==> src/rtl/ltssm_polling_ctrl.sv <==
// rtl/ltssm_polling_ctrl.sv - LTSSM Polling substate sequencer (Active, Configuration, Compliance)
module ltssm_polling_ctrl #(
    parameter int NUM_LANES          = 1,
    parameter int TS_TX_MIN          = 1024,
    parameter int RX_MATCH           = 8,
    parameter int TS2_TX_MIN         = 16,
    parameter int ACTIVE_TIMEOUT_CYC = 6000000,
    parameter int CFG_TIMEOUT_CYC    = 12000000
) (
    input  logic                 clk_i,
    input  logic                 rst_ni,
    input  logic                 start_i,
    input  logic                 abort_i,
    input  logic [NUM_LANES-1:0] lane_detected_i,
    input  logic                 exit_compliance_i,
    output logic                 os_tx_valid_o,
    output logic [1:0]           os_tx_type_o,
    input  logic                 os_tx_ready_i,
    output logic [NUM_LANES-1:0] lane_en_o,
    input  logic [NUM_LANES-1:0] rx_os_valid_i,
    input  logic [NUM_LANES-1:0] rx_os_is_ts2_i,
    input  logic [NUM_LANES-1:0] rx_os_pad_i,
    input  logic [NUM_LANES-1:0] rx_os_compliance_i,
    output logic [1:0]           state_o,
    output logic                 done_o,
    output logic                 to_detect_o
);

    localparam int TW  = $clog2(CFG_TIMEOUT_CYC + 1);
    localparam int TXW = $clog2(TS_TX_MIN + 1);
    localparam int MW  = $clog2(RX_MATCH + 1);
    localparam int T2W = $clog2(TS2_TX_MIN + 1);

    localparam logic [TW-1:0]  ACT_LAST  = TW'(ACTIVE_TIMEOUT_CYC - 1);
    localparam logic [TW-1:0]  CFG_LAST  = TW'(CFG_TIMEOUT_CYC - 1);
    localparam logic [TXW-1:0] TX_MAX    = TXW'(TS_TX_MIN);
    localparam logic [MW-1:0]  MATCH_MAX = MW'(RX_MATCH);
    localparam logic [T2W-1:0] TS2_MAX   = T2W'(TS2_TX_MIN);

    typedef enum logic [1:0] {
        ST_IDLE       = 2'd0,
        ST_ACTIVE     = 2'd1,
        ST_CONFIG     = 2'd2,
        ST_COMPLIANCE = 2'd3
    } state_t;

    state_t                 state_q, state_d;
    logic [NUM_LANES-1:0]   lane_en_q, lane_en_d;
    logic [TW-1:0]          timer_q;
    logic [TXW-1:0]         tx_cnt_q, tx_cnt_d;
    logic [T2W-1:0]         ts2_tx_cnt_q, ts2_tx_cnt_d;
    logic                   ts2_seen_q, ts2_seen_d;
    logic [MW-1:0]          match_q [NUM_LANES];
    logic [MW-1:0]          match_d [NUM_LANES];
    logic [MW-1:0]          comp_q  [NUM_LANES];
    logic [MW-1:0]          comp_d  [NUM_LANES];
    logic                   done_q, done_d;
    logic                   to_detect_q, to_detect_d;
    logic                   handshake;
    logic                   entry_clear;
    logic [NUM_LANES-1:0]   lane_ok;
    logic [NUM_LANES-1:0]   lane_comp;

    assign os_tx_valid_o = (state_q != ST_IDLE);
    assign state_o       = state_q;
    assign lane_en_o     = lane_en_q;
    assign done_o        = done_q;
    assign to_detect_o   = to_detect_q;
    assign handshake     = os_tx_valid_o & os_tx_ready_i;

    always_comb begin
        os_tx_type_o = 2'd0;
        case (state_q)
            ST_CONFIG:     os_tx_type_o = 2'd1;
            ST_COMPLIANCE: os_tx_type_o = 2'd2;
            default:       os_tx_type_o = 2'd0;
        endcase
    end

    // Counters are evaluated with this cycle's events folded in so that the
    // completing handshake/strobe moves the state on the very next edge.
    always_comb begin
        tx_cnt_d     = tx_cnt_q;
        ts2_seen_d   = ts2_seen_q;
        ts2_tx_cnt_d = ts2_tx_cnt_q;
        lane_ok      = '0;
        lane_comp    = '0;
        for (int i = 0; i < NUM_LANES; i++) begin
            match_d[i] = match_q[i];
            comp_d[i]  = comp_q[i];
            if (lane_en_q[i] && rx_os_valid_i[i]) begin
                if (state_q == ST_ACTIVE) begin
                    if (rx_os_pad_i[i] && !rx_os_compliance_i[i]) begin
                        if (match_q[i] != MATCH_MAX) match_d[i] = match_q[i] + MW'(1);
                    end else if (rx_os_pad_i[i] && !rx_os_is_ts2_i[i]) begin
                        if (comp_q[i] != MATCH_MAX) comp_d[i] = comp_q[i] + MW'(1);
                    end else begin
                        match_d[i] = '0;
                        comp_d[i]  = '0;
                    end
                end else if (state_q == ST_CONFIG) begin
                    if (rx_os_pad_i[i] && rx_os_is_ts2_i[i]) begin
                        if (match_q[i] != MATCH_MAX) match_d[i] = match_q[i] + MW'(1);
                        ts2_seen_d = 1'b1;
                    end else begin
                        match_d[i] = '0;
                    end
                end
            end
            lane_ok[i]   = !lane_en_q[i] || (match_d[i] == MATCH_MAX);
            lane_comp[i] = lane_en_q[i] && (comp_d[i] == MATCH_MAX);
        end
        if (state_q == ST_ACTIVE && handshake && tx_cnt_q != TX_MAX)
            tx_cnt_d = tx_cnt_q + TXW'(1);
        if (state_q == ST_CONFIG && handshake && ts2_seen_d && ts2_tx_cnt_q != TS2_MAX)
            ts2_tx_cnt_d = ts2_tx_cnt_q + T2W'(1);
    end

    always_comb begin
        state_d     = state_q;
        lane_en_d   = lane_en_q;
        done_d      = 1'b0;
        to_detect_d = 1'b0;
        case (state_q)
            ST_IDLE: begin
                if (start_i) begin
                    if (|lane_detected_i) begin
                        lane_en_d = lane_detected_i;
                        state_d   = ST_ACTIVE;
                    end else begin
                        to_detect_d = 1'b1;
                    end
                end
            end
            ST_ACTIVE: begin
                if (|lane_comp) begin
                    state_d = ST_COMPLIANCE;
                end else if (tx_cnt_d == TX_MAX && &lane_ok) begin
                    state_d = ST_CONFIG;
                end else if (timer_q == ACT_LAST) begin
                    state_d     = ST_IDLE;
                    to_detect_d = 1'b1;
                end
            end
            ST_CONFIG: begin
                if (&lane_ok && ts2_tx_cnt_d == TS2_MAX) begin
                    state_d = ST_IDLE;
                    done_d  = 1'b1;
                end else if (timer_q == CFG_LAST) begin
                    state_d     = ST_IDLE;
                    to_detect_d = 1'b1;
                end
            end
            default: begin
                if (exit_compliance_i) state_d = ST_ACTIVE;
            end
        endcase
        if (abort_i) begin
            state_d     = ST_IDLE;
            lane_en_d   = lane_en_q;
            done_d      = 1'b0;
            to_detect_d = 1'b0;
        end
    end

    assign entry_clear = (state_d != state_q) || abort_i;

    always_ff @(posedge clk_i or negedge rst_ni) begin
        if (!rst_ni) begin
            state_q      <= ST_IDLE;
            lane_en_q    <= '0;
            timer_q      <= '0;
            tx_cnt_q     <= '0;
            ts2_tx_cnt_q <= '0;
            ts2_seen_q   <= 1'b0;
            done_q       <= 1'b0;
            to_detect_q  <= 1'b0;
            for (int i = 0; i < NUM_LANES; i++) begin
                match_q[i] <= '0;
                comp_q[i]  <= '0;
            end
        end else begin
            state_q     <= state_d;
            lane_en_q   <= lane_en_d;
            done_q      <= done_d;
            to_detect_q <= to_detect_d;
            if (entry_clear) begin
                timer_q      <= '0;
                tx_cnt_q     <= '0;
                ts2_tx_cnt_q <= '0;
                ts2_seen_q   <= 1'b0;
                for (int i = 0; i < NUM_LANES; i++) begin
                    match_q[i] <= '0;
                    comp_q[i]  <= '0;
                end
            end else begin
                if (state_q != ST_IDLE && state_q != ST_COMPLIANCE) timer_q <= timer_q + TW'(1);
                tx_cnt_q     <= tx_cnt_d;
                ts2_tx_cnt_q <= ts2_tx_cnt_d;
                ts2_seen_q   <= ts2_seen_d;
                for (int i = 0; i < NUM_LANES; i++) begin
                    match_q[i] <= match_d[i];
                    comp_q[i]  <= comp_d[i];
                end
            end
        end
    end

endmodule

==> config.mk <==
export PLATFORM = sky130hd
export DESIGN_NAME = ltssm_polling_ctrl
export DESIGN_NICKNAME = d
export VERILOG_FILES = /design/src/rtl/ltssm_polling_ctrl.sv
export SDC_FILE = /design/constraint.sdc
export NUM_CORES = 1
export LEC_CHECK = 0
export BUFFER_PORTS_ARGS = -buffer_cell sky130_fd_sc_hd__buf_4
export CAP_MARGIN = 0
export CORE_MARGIN = 2
export CORE_UTILIZATION = 40
export DETAILED_ROUTE_END_ITERATION = 10
export GPL_TIMING_DRIVEN = 0
export RECOVER_POWER = 25
export SYNTH_ARGS = -nofsm -noshare
export SYNTH_HDL_FRONTEND = slang
export SYNTH_SLANG_ARGS = --single-unit
==> constraint.sdc <==
create_clock -name clk_i -period 8.6 [get_ports clk_i]
set_input_delay 1.72 -clock clk_i [delete_from_list [all_inputs] [get_ports clk_i]]
set_output_delay 1.72 -clock clk_i [all_outputs]
set_load 0.1 [all_outputs]
== After elaboration in Yosys (flattened, before gate mapping) ==
Cells that the tools add are included.

* Flip-flop bits (word level): 54
* Latch bits: 0
* Bits in writable memories: 0
* Bits in read-only memories: 0
* Input port bits: 11
* Output and inout bits: 8
* Logic and storage cells: 102
* Memories kept: 0

* Add/sub/neg operators: 5
* Multiply operators: 0
* Div/mod/pow operators: 0
* Order comparisons: 0
* Equal/unequal tests: 15
* Shifts and indexed selects: 0
* Mux-type cells: 48
* Bitwise gates (word level): 2
* Reductions and logical operators: 22

{| class="wikitable"
|+ Operator list
! cell !! count
|-
| 4-bit 2-to-1 mux || 14
|-
| 24-bit 2-to-1 mux || 2
|-
| 24-bit by 1-bit adder with 24-bit output (second input constant) || 1
|-
| 24-bit by 23-bit equality test with 1-bit output (second input constant) || 1
|-
| 24-bit equality test (second input constant) || 1
|-
| 11-bit 2-to-1 mux || 2
|-
| 2-bit 2-to-1 mux || 9
|-
| 1-bit 2-to-1 mux || 16
|-
| 1-bit logical AND || 13
|-
| 11-bit by 1-bit adder with 11-bit output (second input constant) || 1
|-
| 11-bit equality test (second input constant) || 1
|-
| 11-bit != test (second input constant) || 1
|-
| 5-bit 2-to-1 mux || 2
|-
| 4-bit by 1-bit adder with 4-bit output (second input constant) || 2
|-
| 4-bit equality test (second input constant) || 2
|-
| 4-bit != test (second input constant) || 2
|-
| 2-bit case mux with 3 select lines || 1
|-
| 5-bit by 1-bit adder with 5-bit output (second input constant) || 1
|-
| 5-bit equality test (second input constant) || 1
|-
| 5-bit != test (second input constant) || 1
|-
| 2-bit equality test (second input constant) || 2
|-
| 2-bit case mux with 2 select lines || 1
|-
| 4-bit AND reduction || 1
|-
| 2-bit nonzero test || 2
|-
| 9 further kinds || 12
|}

== Depth between registers and ports, before layout ==
Gate-level depths: netlist (run 1).

* Depth after elaboration: 16
* Mapped depth: 15
* Depth with buffers taken out: 11

== Least setup slack after synthesis (run 1) ==
OpenSTA, ideal clock, no wires.

* Path type: reg-to-reg
* Start: register state_q[1], in the netlist state_o[1]
* End: register match_q[3] in the netlist's numbering
* Setup time: 0.129 ns
* Data arrival time: 4.048 ns
* Required time: 8.471 ns
* Slack: 4.423 ns
* Cell stages (with the launch flop): 16
* Buffers on the path: 4
* Period minus slack after synthesis: 4.177 ns
* Cell sequence: dfrtp_1 inv_1 ha_1 buf_2 nand3b_1 o2bb2a_2 or3b_1 clkbuf_1 mux2i_1 nor2_1 nand4_1 a311o_1 a32oi_2 buf_4 buf_6 nor3_1

* Cells in the longest elaborated chain, start to end: 15
* Elaborated cells on any way between the ends: 41
* Those cells by class: eq/ne (7); mux (21); bitwise (1); reduce/logical (12)

{| class="wikitable"
|+ RTL lines
! element !! RTL line !! source
|-
| start, declared || 47 || <nowiki>state_t state_q, state_d;</nowiki>
|-
| start signal, assigned || 183 || <nowiki>state_q <= state_d;</nowiki>
|-
| 2-bit equality test || 101, 115, 124 ||
|-
| 1-bit 2-to-1 mux || 101 || <nowiki>end else if (state_q == ST_CONFIG) begin</nowiki>
|-
| 1-bit 2-to-1 mux || 92 || <nowiki>if (state_q == ST_ACTIVE) begin</nowiki>
|-
| 1-bit 2-to-1 mux || 91 || <nowiki>if (lane_en_q[i] && rx_os_valid_i[i]) begin</nowiki>
|-
| 1-bit logical AND (2 in series) || 115 || <nowiki>if (state_q == ST_CONFIG && handshake && ts2_seen_d && ts2_tx_cnt_q != TS2_MAX)</nowiki>
|-
| 5-bit 2-to-1 mux || 115 ||
|-
| 5-bit equality test || 146 || <nowiki>if (&lane_ok && ts2_tx_cnt_d == TS2_MAX) begin</nowiki>
|-
| 1-bit logical AND || 146 ||
|-
| 2-bit 2-to-1 mux || 146 ||
|-
| 2-bit case mux with 3 select lines || 124 || <nowiki>case (state_q)</nowiki>
|-
| 2-bit 2-to-1 mux || 158 || <nowiki>if (abort_i) begin</nowiki>
|-
| 2-bit != test || 166 || <nowiki>assign entry_clear = (state_d != state_q) || abort_i;</nowiki>
|-
| 1-bit logical OR || 166 ||
|-
| 4-bit 2-to-1 mux * || 187 || <nowiki>if (entry_clear) begin</nowiki>
|-
| end signal, assigned by index || 202 || <nowiki>match_q[i] <= match_d[i];</nowiki>
|-
| end, declared || 53 || <nowiki>logic [MW-1:0] match_q [NUM_LANES];</nowiki>
|}

Every way passes the cells marked *; elsewhere a longest branch is shown, timed or not.
A chain may end at the register's enable or synchronous reset.

== Final worst setup path (run 1) ==
* Start: input port rx_os_valid_i
* End: register ts2_tx_cnt_q[4]

* Cells in the longest elaborated chain, start to end: 13
* Elaborated cells on any way between the ends: 22
* Those cells by class: eq/ne (4); mux (10); reduce/logical (8)

{| class="wikitable"
|+ RTL lines
! element !! RTL line !! source
|-
| start, declared || 20 || <nowiki>input logic [NUM_LANES-1:0] rx_os_valid_i,</nowiki>
|-
| 1-bit logical AND * || 91 ||
|-
| 1-bit 2-to-1 mux || 91 ||
|-
| 1-bit logical AND (2 in series) || 115 ||
|-
| 5-bit 2-to-1 mux || 115 ||
|-
| 5-bit equality test || 146 ||
|-
| 1-bit logical AND || 146 ||
|-
| 2-bit 2-to-1 mux || 146 ||
|-
| 2-bit case mux with 3 select lines || 124 ||
|-
| 2-bit 2-to-1 mux || 158 ||
|-
| 2-bit != test || 166 ||
|-
| 1-bit logical OR || 166 ||
|-
| 5-bit 2-to-1 mux * || 187 ||
|-
| end signal, assigned || 199 || <nowiki>ts2_tx_cnt_q <= ts2_tx_cnt_d;</nowiki>
|-
| end, declared || 51 || <nowiki>logic [T2W-1:0] ts2_tx_cnt_q, ts2_tx_cnt_d;</nowiki>
|}

Marks and branches as above.

==> impl_metrics.py, run 1 <==
metrics = {
    "floorplanning": {
        "fp.dieH_um": 98.2,
        "initial_core_util_pct": 40.9,
        "fp-row-count": 34,
        "die_w_um": 98.2,
        "die-area_mm2": 0.00964,
        "pin_count": 19,
        "core-area_mm2": 0.00868,
    },
    "min_path": {
        "holdCritPathClass": "reg2reg",
        "min-delay-start": "timer_q[22]",
        "hold_depth": 2,
        "hold_end": "timer_q[22]",
    },
    "timing": {
        "finalHoldViolCount": 0,
        "max_freq_ghz": 0.225,
        "rsz0062_at_grt": "no",
        "drv_slew": 55,
        "finalClockSkew_ns": 0.0120,
        "tightest_slew_ns": 2.89,
        "fin_crit_ns": 4.44,
        "fin_setup_tns_ns": 0,
        "setup_viol": 0,
        "maxSlewHeadroom_pct": -92.9,
        "fin_crit_sh_pct": 51.6,
    },
    "setup_path": {
        "crit_path_max_fanout": 10,
        "required_ns": 8.79,
        "end_kind": "flop",
        "crit_type": "in2reg",
        "regToRegEndpoint": "ts2_tx_cnt_q[4]",
        "ff2ff_path_depth": 13,
        "worstSetupStartpointType": "input pin",
        "cp.arrival_ns": 4.63,
        "regToRegStartpoint": "state_o[1]",
        "r2r_slack_ns": 4.59,
    },
    "cts": {
        "cts-resized-gates": 0,
        "cts.htree.levels": 2,
        "cts_tree": "built",
        "worstSkewPairLatency_ns": 0.31,
        "ctsHoldBuffers": 0,
        "cts_max_path_buffers": 2,
        "cts_root_buffer": "clkbuf_8",
        "clk_pin_slew_ns": 0.10,
        "cts_num_sinks": 54,
        "cts_buffers": 5,
        "cts_setup_buffers": 0,
    },
    "layout": {
        "instances_no_fill": 529,
        "nFillCells": 879,
        "layout-drive-gt1-share_pct": 11.9,
        "layout_common_cells": "dfrtp_1 (54), nor3_1 (44), nand2_1 (33), nor2_1 (33)",
        "syn2layout_area_growth_pct": 11.3,
        "final_common_cell": "dfrtp_1",
        "nets": 445,
        "n_antenna_cell": 0,
    },
    "route": {
        "routed_wl_um": 8080,
        "viasPerCell": 5.68,
        "first_pass_iters": 4,
        "drc_errors": 0,
        "drt-initial-drc-count": 113,
        "via_count": 3006,
        "ant_nets": 0,
        "wl_per_cell_um": 15.3,
    },
    "logic_synthesis": {
        "synthXorXnorAreaFrac_pct": 9.87,
        "synth_fa_ha_area_share_pct": 4.93,
        "synth_mux_area_share_pct": 2.57,
        "ys_warn_count": 0,
        "synth_area_mm2": 0.00355,
        "yosysUniqueCellTypes": 57,
        "ys.flop_type": "dfrtp_1",
        "netlist_instances": 395,
        "yosys.area_share.simple_pct": 29.3,
        "ys_ff_latch": 54,
        "async_flop_share_pct": 100,
        "avgSynthCellArea_um2": 8.99,
        "syn_nets": 420,
        "synth_compound_area_share_pct": 10.5,
        "yosysSeqAreaShare_pct": 38.1,
        "synth-edff-count": 0,
        "synth_top_family_by_area": "simple AND/OR/NAND/NOR gates",
    },
    "place": {
        "placedCellCount": 521,
        "place_congestion": 0.828,
        "hpwl_um": 5850,
        "port_buffers": 18,
    },
    "grt": {
        "track_usage_pct": 17.4,
        "antenna_found_initial": 0,
        "gr-total-overflow": 0,
        "grt_pass1_vias": 2904,
        "grt_pass1_wl_um": 13900,
        "grt_max_degree": 55,
    },
    "power": {
        "power.leakage_nw": 1.58,
        "vdd_drop_max_mv": 0.0899,
        "power_density_mw_per_mm2": 149,
    },
    "flow_run": {
        "maxCapViolations": 1,
    },
    "run_status": {
        "status": "complete, but fails checks",
        "violations": "max-capacitance violations, max-slew violations",
    },
}
## cell families (layout without fill, tap and decap cells)
| kind of cell | Yosys count | in the layout |
|---|---|---|
| mux | 9 | 9 |
| xor+xnor | 40 | 40 |
| simple gates | 195 | 195 |
| fa+ha+maj | 14 | 14 |
| buf+inv | 34 | 60 |
| flops | 54 | 54 |
| compound gates | 49 | 49 |
## registers in the layout, indices dropped and copies added (netlist names)
| signal | flops |
|---|---|
| lane_en_o | 1 |
| comp_q | 4 |
| ts2_tx_cnt_q | 5 |
| done_o | 1 |
| match_q | 4 |
| state_o | 2 |
| tx_cnt_q | 11 |
| ts2_seen_q | 1 |
| timer_q | 24 |
| to_detect_o | 1 |
## cell usage after synthesis (all sizes together), types with 2 or more instances
master | count | share of area [%]
and2 | 2 | 0.35
a31oi | 3 | 0.53
mux2i | 8 | 2.3
a211oi | 3 | 0.63
a41oi | 2 | 0.49
nand3b | 5 | 1.1
ha | 14 | 4.9
or4 | 3 | 0.63
nor3 | 51 | 8.2
buf | 14 | 2.6
nand2b | 4 | 0.70
nor3b | 2 | 0.42
nor4 | 8 | 1.4
nand4 | 13 | 2.3
nor2 | 33 | 3.5
nand4b | 2 | 0.49
nand2 | 33 | 3.5
o21a | 2 | 0.42
xor2 | 20 | 4.9
xnor2 | 20 | 4.9
o211ai | 2 | 0.42
nor2b | 6 | 1.1
dfrtp | 54 | 38
o21ai | 4 | 0.56
or3 | 4 | 0.70
a32o | 2 | 0.56
clkbuf | 4 | 0.42
a21bo | 2 | 0.56
and4 | 3 | 0.74
a22oi | 3 | 0.63
inv | 16 | 1.7
a32oi | 2 | 0.71
a21oi | 10 | 1.4
nand3 | 19 | 2.7
and3 | 4 | 0.70
## worst max-delay path, stage by stage
cell	delay (ns)
buf_4	0.10
and3_1	0.14
buf_4	0.14
nand2_1	0.05
o22a_1	0.20
o221a_1	0.24
o31ai_1	0.49
nand4_1	0.32
a311o_1	0.44
a32oi_2	0.30
buf_4	0.24
buf_6	0.18
nor3_1	0.07
## report_power, final
group	internal [W]	total, W	switching [W]
combinational	0.0000382	0.000121	0.0000829
clock	0.000117	0.000204	0.0000874
sequential	0.000258	0.000265	0.00000673
total	0.000413	0.000590	0.000177
## final cells by class
cell class | count | area (um2) | share of cell area (%)
multi-input combinational | 307 | 2030 | 51.4
clock inverter | 3 | 68.8 | 1.74
buffer | 18 | 109 | 2.76
inverter | 16 | 60.1 | 1.52
tap | 108 | 135 | 3.42
clock buffer | 5 | 68.8 | 1.74
timing repair buffer | 18 | 128 | 3.23
sequential | 54 | 1350 | 34.2
## metal layers
| layer | routed length (um) | vias to the layer above | GRT usage, % |
|---|---|---|---|
| met3 | 207 | 7 | 2.58 |
| met4 | 78 | 0 | 3.90 |
| met5 | 0 | - | 0 |
| li1 | - | 1470 | - |
| met2 | 3660 | 36 | 27.8 |
| met1 | 4140 | 1493 | 25.3 |
## metrics by stage
stage                     worst slack, ns  total power [W]  util (%)  hold WS, ns  cell area, um2
after CTS                            4.17         0.000597      45.6        0.572            3960
after detailed placement             3.86         0.000391      44.0        0.550            3820
after floorplan                      4.42         0.000354         -        0.514            3550
final                                4.16         0.000590      45.5        0.567            3950
after global routing                 3.89         0.000617      45.5        0.596            3950
after global placement               3.84         0.000390      44.0        0.536            3820
## how the worst max path moves through the flow
stage                                   from               to
final                          rx_os_valid_i  ts2_tx_cnt_q[4]
after global routing                  rst_ni      timer_q[12]
after CTS                 rx_os_compliance_i  ts2_tx_cnt_q[3]
after detailed placement  rx_os_compliance_i  ts2_tx_cnt_q[3]
after global placement         rx_os_valid_i       match_q[3]
after floorplan                   state_o[1]       match_q[3]
Note: power is estimated with default switching activity, not from simulation.
==> inputs of run 2 (changes only) <==
ABC_AREA = 1   (was not set)
clock period = 4.5 ns   (was 8.6 ns; I/O delays follow)
==> impl_metrics.py, run 2 <==
metrics = {
    "power": {
        "power_density_mw_per_mm2": 220,
        "vdd_drop_max_mv": 0.133,
        "power.leakage_nw": 1.97,
    },
    "cts": {
        "clk_pin_slew_ns": 0.11,
        "cts_num_sinks": 54,
        "cts.htree.levels": 2,
        "cts_buffers": 5,
        "cts_tree": "built",
        "cts_root_buffer": "clkbuf_8",
        "worstSkewPairLatency_ns": 0.31,
        "cts-resized-gates": 0,
        "cts_setup_buffers": 0,
        "ctsHoldBuffers": 0,
        "cts_max_path_buffers": 2,
    },
    "route": {
        "first_pass_iters": 4,
        "via_count": 3415,
        "drt-initial-drc-count": 103,
        "drc_errors": 0,
        "wl_per_cell_um": 12.0,
        "ant_nets": 0,
        "routed_wl_um": 8600,
        "viasPerCell": 4.76,
    },
    "setup_path": {
        "crit_path_max_fanout": 10,
        "regToRegStartpoint": "state_o[0]",
        "crit_path_start": "state_o[0]",
        "required_ns": 4.71,
        "worstSetupStartpointType": "flop",
        "cp.arrival_ns": 3.56,
        "end_kind": "flop",
        "crit_type": "reg2reg",
    },
    "logic_synthesis": {
        "synth_top_cell_area_share_pct": 35.0,
        "yosysSeqAreaShare_pct": 35.0,
        "ys_top_cells_by_count": "nand2_1 (137), nor2_1 (104), inv_1 (87), dfrtp_1 (54), nand3_1 (42)",
        "ys.flop_type": "dfrtp_1",
        "synth.area.top_cells": "dfrtp_1 (35%), nand2_1 (13%), nor2_1 (10%)",
        "yosysTopAreaCell": "dfrtp_1",
        "yosysUniqueCellTypes": 36,
        "synth-edff-count": 0,
        "synth_area_mm2": 0.00386,
        "ys_ff_latch": 54,
        "async_flop_share_pct": 100,
        "ys_warn_count": 0,
        "syn_nets": 588,
        "netlist_instances": 563,
        "yosysMostFrequentCell": "nand2_1",
        "avgSynthCellArea_um2": 6.86,
    },
    "floorplanning": {
        "die_w_um": 102,
        "initial_core_util_pct": 41.4,
        "core-area_mm2": 0.00933,
        "pin_count": 19,
        "die-area_mm2": 0.0105,
        "fp.dieH_um": 102,
        "fp-row-count": 35,
    },
    "timing": {
        "finalHoldViolCount": 0,
        "drv_slew": 55,
        "max_freq_ghz": 0.298,
        "tightest_slew_ns": 2.96,
        "fin_setup_tns_ns": 0,
        "fin_crit_ns": 3.35,
        "fin_crit_sh_pct": 74.5,
        "setup_viol": 0,
        "rsz0062_at_grt": "no",
        "finalClockSkew_ns": 0.00914,
        "maxSlewHeadroom_pct": -97.1,
    },
    "layout": {
        "utilization_pct": 45.6,
        "n_antenna_cell": 0,
        "syn2layout_area_growth_pct": 10.0,
        "largest_register_ffs": 24,
        "largestRegisters": "timer_q: 24 flops, tx_cnt_q: 11 flops, ts2_tx_cnt_q: 5 flops",
        "layout_common_cells": "nand2_1 (137), nor2_1 (104), inv_1 (87)",
        "final_common_cell": "nand2_1",
        "regMostFlops": "timer_q",
        "nets": 613,
        "layout-drive-gt1-share_pct": 9.68,
    },
    "run_status": {
        "status": "complete, but fails checks",
        "violations": "max-capacitance violations, max-slew violations",
    },
    "grt": {
        "globalRouteMet2Util_pct": 29.9,
        "gr-total-overflow": 0,
        "busiest_layer": "met2",
        "grt_pass1_vias": 3288,
        "use_met1_pct": 23.6,
        "antenna_found_initial": 0,
        "grt_max_degree": 55,
        "track_usage_pct": 17.9,
        "grt_pass1_wl_um": 14900,
        "met3_usage_pct": 3.28,
    },
    "place": {
        "place_congestion": 0.891,
        "hpwl_um": 6580,
        "port_buffers": 18,
    },
    "flow_run": {
        "maxCapViolations": 1,
    },
    "min_path": {
        "holdCritPathClass": "reg2reg",
        "min-delay-start": "timer_q[1]",
    },
}
[run 2: cell count changes in the layout (fill, tap and decap cells not counted), moves of 7 or more]
cell | previous run | this run
nand3_1 | 19 | 42
o21ai_0 | 4 | 16
inv_1 | 16 | 87
nand2_1 | 33 | 137
nor2_4 | 0 | 12
xnor2_1 | 20 | 5
nor2_1 | 33 | 104
nor3_1 | 44 | 12
mux2i_1 | 8 | 1
[run 2: worst paths after layout]
check | endpoint | slack, ns | depth (start not counted)
worst min register to register | timer_q[1] | 0.58 | 2
max in group asynchronous | match_q[1] | 1.29 | 1
worst max register to register | tx_cnt_q[4] | 1.15 | 17
worst max-delay path | tx_cnt_q[4] | 1.15 | 17
min in group asynchronous | timer_q[4] | 1.54 | 1
worst min-delay path | timer_q[1] | 0.58 | 2
[run 2: layout make-up]
| class | count | area [um2] |
|---|---|---|
| fill | 962 | 5080 |
| multi-input combinational | 412 | 2120 |
| sequential | 54 | 1350 |
| inverter | 89 | 334 |
| tap | 129 | 161 |
| timing repair buffer | 18 | 131 |
| clock buffer | 5 | 68.8 |
| buffer | 8 | 61.3 |
| clock inverter | 3 | 25.0 |
[run 2: cell families after synthesis]
group,share of synthesized area (%)
AND/OR/NAND/NOR,39.5
flip-flops,35.0
XOR/XNOR,5.21
adder cells (fa/ha/maj),4.53
AO/OA/AOI/OAI,5.25
buffers and inverters,10.2
multiplexers,0.259
[run 2: power by group]
part	total, W	switching, W	internal [W]
Combinational	0.000148	0.000106	0.0000425
Clock	0.000288	0.000176	0.000113
Sequential	0.000498	0.00000752	0.000490
Total	0.000934	0.000289	0.000645
[run 2: through the flow]
step	instances	hold WS, ns	cell area [um2]	worst slack [ns]	power [W]
3_5_place_dp	710	0.563	4160	1.20	0.000657
5_1_grt	718	0.618	4250	0.566	0.000988
4_1_cts	718	0.587	4250	1.16	0.000949
3_3_place_gp	710	0.542	4160	1.22	0.000655
6_report	718	0.584	4250	1.15	0.000934
2_1_floorplan	563	0.520	3860	0.308	0.000609
[run 2: critical path, cell delays in order (launching register included)]
cell and delay, ns:
dfrtp_1 0.50, inv_1 0.19, ha_1 0.28, inv_1 0.18
nand3_1 0.09, a31oi_1 0.39, nand2_4 0.13, xor2_1 0.17
and2_1 0.18, nand3_2 0.13, a21oi_1 0.16, nand2_1 0.11
a21oi_1 0.14, nor2_1 0.06, nand2_1 0.13, buf_6 0.17
buf_8 0.21, nor2_4 0.04
[run 2: routing by layer]
| layer | up-vias | part of all wire (%) |
|---|---|---|
| li1 | 1809 | - |
| met1 | 1549 | 50 |
| met2 | 47 | 46 |
| met3 | 10 | 2.7 |
| met4 | 0 | 1.3 |
| met5 | - | 0 |
==> inputs of run 3 (changes only) <==
clock period = 3.44 ns   (was 4.5 ns; I/O delays follow)
==> impl_metrics.py, run 3 (synthesized netlist as in run 2, its figures left out) <==
metrics = {
    "run_status": {
        "status": "complete, no violations",
    },
    "layout": {
        "utilization_pct": 45.9,
        "final_common_cell": "nand2_1",
        "nFillCells": 959,
        "syn2layout_area_growth_pct": 10.9,
        "regMostFlops": "timer_q",
        "largest_register_ffs": 24,
        "nets": 613,
        "layout_common_cells": "nand2_1 (137), nor2_1 (103), inv_1 (84)",
        "layout-drive-gt1-share_pct": 11.1,
        "largestRegisters": "timer_q: 24 flops, tx_cnt_q: 11 flops, ts2_tx_cnt_q: 5 flops",
        "instances_no_fill": 716,
        "n_antenna_cell": 0,
    },
    "place": {
        "placedCellCount": 710,
        "place_congestion": 0.865,
        "dp_slack_ns": 0.0756,
        "port_buffers": 18,
        "hpwl_um": 6700,
    },
    "grt": {
        "track_usage_pct": 18.4,
        "gr-total-overflow": 0,
        "grt_max_degree": 55,
        "grt_pass1_vias": 3310,
        "grt_pass1_wl_um": 15400,
        "antenna_found_initial": 0,
    },
    "setup_path": {
        "end_kind": "flop",
        "cp.arrival_ns": 3.38,
        "worstSetupStartpointType": "flop",
        "crit_path_max_fanout": 10,
        "ff2ff_path_depth": 18,
        "regToRegStartpoint": "state_o[0]",
        "required_ns": 3.65,
        "r2r_slack_ns": 0.26,
        "crit_type": "reg2reg",
        "regToRegEndpoint": "tx_cnt_q[9]",
    },
    "floorplanning": {
        "fp.dieH_um": 102,
        "die-area_mm2": 0.0105,
        "pin_count": 19,
        "initial_core_util_pct": 41.4,
        "core-area_mm2": 0.00933,
        "die_w_um": 102,
        "fp-row-count": 35,
    },
    "route": {
        "wl_per_cell_um": 12.5,
        "via_count": 3468,
        "first_pass_iters": 5,
        "viasPerCell": 4.84,
        "drc_errors": 0,
        "routed_wl_um": 8970,
        "drt-initial-drc-count": 201,
        "ant_nets": 0,
    },
    "cts": {
        "cts.htree.levels": 2,
        "cts_buffers": 5,
        "ctsHoldBuffers": 0,
        "worstSkewPairLatency_ns": 0.31,
        "cts-resized-gates": 0,
        "cts_max_path_buffers": 2,
        "clk_pin_slew_ns": 0.10,
        "cts_num_sinks": 54,
        "cts_root_buffer": "clkbuf_8",
        "cts_setup_buffers": 0,
        "cts_tree": "built",
    },
    "timing": {
        "setup_ws_ns": 0.262,
        "maxSlewHeadroom_pct": 6.99,
        "fin_crit_sh_pct": 92.4,
        "drv_slew": 0,
        "hold_slack_ns": 0.568,
        "finalHoldViolCount": 0,
        "fin_crit_ns": 3.18,
        "finalClockSkew_ns": 0.0112,
        "setup_viol": 0,
        "max_freq_ghz": 0.315,
        "tightest_slew_ns": 1.40,
    },
    "power": {
        "vdd_drop_max_mv": 0.189,
        "power.leakage_nw": 1.96,
        "power_density_mw_per_mm2": 283,
    },
    "flow_run": {
        "maxCapViolations": 0,
    },
    "min_path": {
        "holdCritPathClass": "in2reg",
        "hold_depth": 2,
        "hold_end": "state_o[1]",
        "min-delay-start": "abort_i",
    },
}
[run 3: cell count changes in the layout (fill, tap and decap cells not counted), moves of 2 or more]
cell,previous run,this run
ha_2,0,2
dfrtp_4,0,2
ha_1,14,12
inv_1,87,84
clkinvlp_4,1,3
dfrtp_1,54,52
[run 3: through the flow]
| stage | power (W) | TNS, ns | cell area, um2 |
|---|---|---|---|
| 2_1_floorplan | 0.000799 | 0 | 3870 |
| 3_3_place_gp | 0.000862 | 0 | 4170 |
| 3_5_place_dp | 0.000864 | 0 | 4170 |
| 4_1_cts | 0.00123 | 0 | 4250 |
| 5_1_grt | 0.00128 | -0.0145 | 4290 |
| 6_report | 0.00121 | 0 | 4290 |
[run 3: worst max path at each step]
stage,startpoint,endpoint,slack (ns),cells past startpoint
4_1_cts,state_o[0],tx_cnt_q[7],0.07,18
5_1_grt,state_o[0],tx_cnt_q[1],-0.005,18
6_report,state_o[0],tx_cnt_q[9],0.26,18
2_1_floorplan,state_o[0],tx_cnt_q[9],0.03,22
3_3_place_gp,state_o[0],tx_cnt_q[0],0.12,18
3_5_place_dp,state_o[0],tx_cnt_q[7],0.08,18
[run 3: routing by layer]
layer	track usage [%]	part of all wire, %	routed length [um]
met1	25.1	49	4380
met2	31.0	48	4300
met3	2.80	2.3	209
met4	3.79	0.97	87
met5	0	0	0
[run 3: worst max-delay path: stages (launching register included)]
cell and delay [ns]:
dfrtp_4 0.53, clkinvlp_4 0.15, ha_1 0.15, buf_2 0.21, nand3_1 0.13, a31oi_2 0.32
nand2_4 0.12, nand2_1 0.07, nand2_1 0.07, nor3_2 0.21, nand3_2 0.15, a21oi_1 0.15
nand2_1 0.10, a21oi_1 0.14, nor2_1 0.06, nand2_1 0.11, buf_6 0.17, buf_12 0.19
nor2_4 0.03
[run 3: area by class of cell]
cell class                      count  area [um2]  area share [%]
Buffer                              8        66.3            1.55
Clock buffer                        6        82.6            1.93
Inverter                           89         345            8.06
Multi-Input combinational cell    412        2140            49.9
Sequential cell                    54        1360            31.7
Tap cell                          129         161            3.77
Timing Repair Buffer               18         133            3.09
[run 3: where the power goes]
| part | internal (W) | leakage, nW | switching [W] |
|---|---|---|---|
| registers | 0.000642 | 0.743 | 0.00000978 |
| clock network | 0.000156 | 0.0431 | 0.000205 |
| logic | 0.0000592 | 1.17 | 0.000141 |
| total | 0.000857 | 1.96 | 0.000356 |
